<file path="src/rtl/capture_seq.sv">
// rtl/capture_seq.sv - multi-stage triggered capture sequencer writing a ring buffer
module capture_seq #(
   parameter int SIZE    = 32,
   parameter int LEVELS  = 8,
   parameter int SADDR_W = 24,
   parameter int CNT_W   = 16
) (
   input  logic                                     clk,
   input  logic                                     reset,
   input  logic                                     s_valid,
   input  logic [SIZE-1:0]                          s_data,
   input  logic                                     arm,
   input  logic                                     abort,
   input  logic [LEVELS*SIZE-1:0]                   trig_mask,
   input  logic [LEVELS*SIZE-1:0]                   trig_type,
   input  logic [LEVELS*SIZE-1:0]                   trig_level,
   input  logic [LEVELS*CNT_W-1:0]                  trig_count,
   input  logic [$clog2(LEVELS):0]                  num_levels,
   input  logic [SADDR_W-1:0]                       post_trigger_count,
   input  logic [SADDR_W-1:0]                       buffer_size,
   output logic                                     ready,
   output logic                                     armed,
   output logic                                     triggered,
   output logic                                     done,
   output logic [(LEVELS > 1 ? $clog2(LEVELS) : 1)-1:0] stage,
   output logic                                     wen,
   output logic [SADDR_W-1:0]                       waddr,
   output logic [SIZE-1:0]                          wdata,
   output logic [SADDR_W-1:0]                       trigger_pos
);

   localparam int SW = (LEVELS > 1) ? $clog2(LEVELS) : 1;

   typedef enum logic [1:0] {S_IDLE, S_ARMED, S_POST, S_DONE} state_t;

   state_t             state;
   logic [CNT_W-1:0]   hits;
   logic [SADDR_W-1:0] wptr;       // address the next accepted sample goes to
   logic [SADDR_W-1:0] pcnt;       // samples written since the trigger
   logic [SIZE-1:0]    hist;       // previous accepted sample, for edge bits
   logic               hist_valid;

   logic [SIZE-1:0]    cur_mask, cur_type, cur_level, bit_hit;
   logic [CNT_W-1:0]   cur_count, need;
   logic [CNT_W:0]     hits_inc;
   logic               stage_match, hit_done, small_ring, post_last;
   logic [SW-1:0]      last_stage;
   logic [SADDR_W-1:0] next_ptr, post_target;

   assign ready     = (state == S_IDLE);
   assign armed     = (state == S_ARMED);
   assign triggered = (state == S_POST) || (state == S_DONE);
   assign done      = (state == S_DONE);

   // current-stage match, hit threshold, ring pointer advance and post-trigger target
   always_comb begin
      cur_mask  = trig_mask[stage*SIZE +: SIZE];
      cur_type  = trig_type[stage*SIZE +: SIZE];
      cur_level = trig_level[stage*SIZE +: SIZE];
      cur_count = trig_count[stage*CNT_W +: CNT_W];
      // edge bits need a history sample whose bit differed from the level
      bit_hit     = (s_data ~^ cur_level) &
                    (~cur_type | ({SIZE{hist_valid}} & (hist ^ cur_level)));
      stage_match = &(~cur_mask | bit_hit);
      need        = (cur_count == '0) ? CNT_W'(1) : cur_count;
      hits_inc    = {1'b0, hits} + 1'b1;
      hit_done    = (hits_inc >= {1'b0, need});
      if (num_levels == '0)
         last_stage = '0;
      else if (int'(num_levels) > LEVELS)
         last_stage = SW'(LEVELS - 1);
      else
         last_stage = SW'(num_levels - 1'b1);
      small_ring = (buffer_size <= SADDR_W'(1));
      if (small_ring || (wptr >= buffer_size - 1'b1))
         next_ptr = '0;
      else
         next_ptr = wptr + 1'b1;
      // the ring can never hold more than buffer_size-1 samples after the trigger
      if (small_ring)
         post_target = '0;
      else if (post_trigger_count < buffer_size - 1'b1)
         post_target = post_trigger_count;
      else
         post_target = buffer_size - 1'b1;
      post_last = (({1'b0, pcnt} + 1'b1) >= {1'b0, post_target});
   end

   // capture state machine, trigger stage walk and buffer write port
   always_ff @(posedge clk or negedge reset) begin
      if (!reset) begin
         state       <= S_IDLE;
         stage       <= '0;
         hits        <= '0;
         wptr        <= '0;
         pcnt        <= '0;
         hist        <= '0;
         hist_valid  <= 1'b0;
         wen         <= 1'b0;
         waddr       <= '0;
         wdata       <= '0;
         trigger_pos <= '0;
      end else begin
         wen <= 1'b0;
         case (state)
            S_IDLE, S_DONE: begin
               if (arm) begin
                  state      <= S_ARMED;
                  stage      <= '0;
                  hits       <= '0;
                  wptr       <= '0;
                  waddr      <= '0;
                  pcnt       <= '0;
                  hist_valid <= 1'b0;
               end
            end
            default: begin
               if (abort) begin
                  state <= S_IDLE;
               end else if (s_valid) begin
                  wen        <= 1'b1;
                  wdata      <= s_data;
                  waddr      <= wptr;
                  wptr       <= next_ptr;
                  hist       <= s_data;
                  hist_valid <= 1'b1;
                  if (state == S_ARMED) begin
                     if (stage_match) begin
                        if (hit_done) begin
                           hits <= '0;
                           if (stage == last_stage) begin
                              trigger_pos <= wptr;
                              state       <= (post_target == '0) ? S_DONE : S_POST;
                           end else begin
                              stage <= stage + 1'b1;
                           end
                        end else begin
                           hits <= hits_inc[CNT_W-1:0];
                        end
                     end
                  end else begin
                     pcnt <= pcnt + 1'b1;
                     if (post_last)
                        state <= S_DONE;
                  end
               end
            end
         endcase
      end
   end

endmodule

</file>
<file path="config.mk">
export PLATFORM = sky130hd
export DESIGN_NAME = capture_seq
export DESIGN_NICKNAME = d
export VERILOG_FILES = /design/src/rtl/capture_seq.sv
export SDC_FILE = /design/constraint.sdc
export NUM_CORES = 1
export LEC_CHECK = 0
export CORE_AREA = 2 2 416 418
export CTS_BUF_LIST = sky130_fd_sc_hd__clkbuf_4 sky130_fd_sc_hd__clkbuf_8
export DETAILED_ROUTE_END_ITERATION = 8
export DIE_AREA = 0 0 418 420
export HOLD_SLACK_MARGIN = 0.05
export PLACE_DENSITY_LB_ADDON = 0.25
export REMOVE_ABC_BUFFERS = 1
export SLEW_MARGIN = 20
export SYNTH_ARGS = -nofsm -noshare
export SYNTH_HDL_FRONTEND = slang
export SYNTH_SLANG_ARGS = --single-unit
</file>
<file path="constraint.sdc">
create_clock -name clk -period 7.2 [get_ports clk]
set_clock_uncertainty 0.1 [all_clocks]
set_input_delay 0.72 -clock clk [delete_from_list [all_inputs] [get_ports clk]]
set_output_delay 0.72 -clock clk [all_outputs]
set_load 0.01 [all_outputs]
</file>
==> impl_metrics.py <==
metrics = {
    "power_and_ir_drop": {
        "pwr-share-clk": 0.176,
        "comb_power_share": 0.551,
        "seq_power_share": 0.272,
        "ir_drop_mv": 0.1297,
        "internal_power_mw": 2.284,
        "pwr_density_cell_nw_per_um2": 129.3,
        "p_sw_mw": 1.990,
        "p_leak_nw": 12.49,
        "swShare": 0.4657,
    },
    "timing": {
        "setup_viol": 0,
        "slew_headroom": 0.3082,
        "clock.fmax_mhz": 151.1,
        "setup_tns_ps": 0,
        "hold_slack_ps": 406.5,
        "post-route-period-util": 0.9193,
        "hold_viol": 0,
        "rsz0062_at_grt": "no",
        "period_needed_ps": 6619,
        "finalMaxSlewViolations": 0,
        "worst_pin_slew_ps": 1009,
    },
    "clock_tree": {
        "cts_buffer_depth": 2,
        "cts_tree": "yes",
        "cts_buffers": 17,
        "cts.sinks": 151,
        "clk_pin_slew_worst_paths_ps": 110,
        "ctsRootBufferMaster": "clkbuf_8",
        "h-tree-depth": 4,
        "clkLatencyLatePin_ps": 620,
    },
    "setup_path": {
        "start_kind": "primary input",
        "end_kind": "flip-flop",
        "critPathRequiredTime_ps": 7590,
        "cp_max_fo": 19,
        "critPathKind": "in -> reg",
        "arrival_ps": 7010,
    },
    "synthesis": {
        "yosysMostFrequentCell": "nand2_1",
        "synth_edf_count": 0,
        "synth_area_per_cell_um2": 9.247,
        "ys_seq_area_frac": 0.1985,
        "netlist_instances": 2059,
        "ys_ff_latch": 151,
        "synth.distinct_cells": 78,
        "synthTopCellsByArea": "dfrtp_1, mux4_2, mux2i_1",
        "synth_area_leader_cell": "dfrtp_1",
        "synthArstFlopShare": 1.000,
        "ys.flop_type": "dfrtp_1",
        "yosys-top-cells-count": "nand2_1, mux4_2, dfrtp_1",
        "syn-cell-area_um2": 19040,
        "ys_warn_count": 0,
        "synth_top_area_frac": 0.1985,
    },
    "place": {
        "port_buffers": 1072,
        "dp_hpwl_um": 133700,
        "gp_congestion": 0.9357,
    },
    "global_route": {
        "grt_start_max_net_pins": 76,
        "grt_pass1_wl_um": 201400,
        "grt_pass1_vias": 21820,
        "antenna_found_initial": 90,
        "grt_use_total": 0.1695,
        "grt_overflow_total": 0,
    },
    "routing": {
        "drtPass1Iterations": 5,
        "wl_um": 155300,
        "drt.antenna.violating_nets": 0,
        "avgRoutedWirePerCell_um": 28.89,
        "vias": 21920,
        "routed_via_density": 4.077,
        "drtIter0Drc": 1329,
        "drc": 0,
    },
    "floorplanning": {
        "die_w_um": 418,
        "core_um2": 171000,
        "dieArea_um2": 175600,
        "initial_core_util": 0.1114,
        "fp-row-count": 152,
        "ios": 1073,
        "die_h_um": 420,
    },
    "finish": {
        "layout-area-overhead-vs-synth_pct": 73.68,
        "final_nets": 4162,
        "drive_above_1_share": 0.1066,
        "post-route-util": 0.1934,
    },
    "flow_run": {
        "cap_violations": 0,
    },
    "outcome": {
        "status": "complete, no violations",
    },
    "hold_path": {
        "holdCritPathClass": "reg -> reg",
    },
}
[sequential cells by signal, summed over array words and instances, names as in the netlist]
register and count:
wen 1, state 2, hist 32, hist_valid 1, wptr 24, pcnt 24
stage 3, hits 16, waddr 24, trigger_pos 24
[layer usage]
metal,global-route usage,vias up,part of all wire,routed length (µm)
met5,0,-,0.00075,116
met4,0.06021,18,0.035,5368
met3,0.03993,179,0.053,8215
met2,0.2971,796,0.50,77930
met1,0.2004,10960,0.41,63700
li1,-,9966,-,-
[per-stage QoR]
| step | cell area (µm²) | instances | setup WS [ps] | total power, mW |
|---|---|---|---|---|
| after floorplan | 18290 | 1914 | -5074 | 1.929 |
| after global placement | 32550 | 5296 | 103.5 | 3.591 |
| after detailed placement | 32560 | 5296 | 17.19 | 3.589 |
| after CTS | 32950 | 5329 | 716.0 | 4.421 |
| after global routing | 33020 | 5356 | 226.8 | 4.581 |
| final | 33070 | 5377 | 581.2 | 4.274 |
[logic make-up after synthesis]
kind of cell               share of synthesized area
AOI/OAI and AO/OA                             0.1469
xor gates and xnor gates                     0.08004
adders and majority gates                    0.06289
muxes                                         0.2732
and+or+nand+nor                               0.1958
buffers and inverters                        0.04265
DFF                                           0.1985
[critical path, cell delays in order]
cell and delay, ps:
clkdlybuf4s50_1 430, or4_4 560, or3_1 370, or4_1 520
nor2_1 150, xnor2_1 110, ha_1 310, nand4_1 140
or4_1 540, a311oi_1 300, a2111o_1 160, maj3_1 150
nand4_1 100, o211ai_1 140, buf_4 260, buf_4 200
nand2_1 60, o211ai_1 140, ha_1 280, a21o_1 160
a21o_1 170, a21oi_1 140, o21ai_0 120, a31o_2 240
a21o_1 180, o221ai_1 70, a31oi_1 110, mux2i_1 160
[layout by cell type (no fill, tap or decap), drive strengths merged, types with 26 or more instances in the layout]
| cell type | count |
|---|---|
| clkdlybuf4s50 | 1071 |
| nand2 | 285 |
| mux4 | 153 |
| dfrtp | 151 |
| xor2 | 138 |
| o21ai | 137 |
| mux2i | 127 |
| nand3 | 120 |
| ha | 94 |
| o211ai | 89 |
| buf | 77 |
| nor2b | 64 |
| nor2 | 52 |
| diode | 48 |
| xnor2 | 36 |
| mux2 | 36 |
| nor3 | 35 |
| a21oi | 35 |
| and3 | 30 |
| nand4 | 29 |
| a21o | 28 |
| o31ai | 26 |
| nand3b | 26 |
[power by group through the flow]
stage / Sequential (mW) / Combinational (mW) / Clock [mW]
final: 1.16 / 2.36 / 0.754
after detailed placement: 1.19 / 2.40 / 0
after CTS: 1.17 / 2.42 / 0.829
after global placement: 1.18 / 2.41 / 0
after global routing: 1.20 / 2.54 / 0.845
after floorplan: 1.13 / 0.794 / 0
[area by class of cell]
| cell class | instances | area [µm²] |
|---|---|---|
| clock inverter | 14 | 132.6 |
| timing repair buffer | 1150 | 11430 |
| multi-input combinational | 1746 | 14480 |
| inverter | 17 | 68.82 |
| clock buffer | 18 | 247.7 |
| antenna | 48 | 120.1 |
| tap | 2233 | 2794 |
| sequential | 151 | 3794 |
| fill | 18910 | 137900 |
[path summary, 6_finish.rpt]
kind / startpoint / end / slack (ps) / depth (start not counted)
setup / recovery: buffer_size[13] / state[1] / 580 / 28
hold / removal: waddr[17] / waddr[17] / 410 / 2
setup reg to reg: stage[0] / trigger_pos[2] / 850 / 16
hold reg to reg: waddr[17] / waddr[17] / 410 / 2
max in group asynchronous: reset / stage[2] / 5010 / 3
min in group asynchronous: reset / waddr[1] / 530 / 2
[timing repair]
item / 4_1_cts / 5_1_grt
hold endpoints to repair: 44 / 0
resized for setup: 0 / 0
hold buffers: 1 / 0
buffers inserted: 0 / 0
Power figures use the tool's default switching activity.
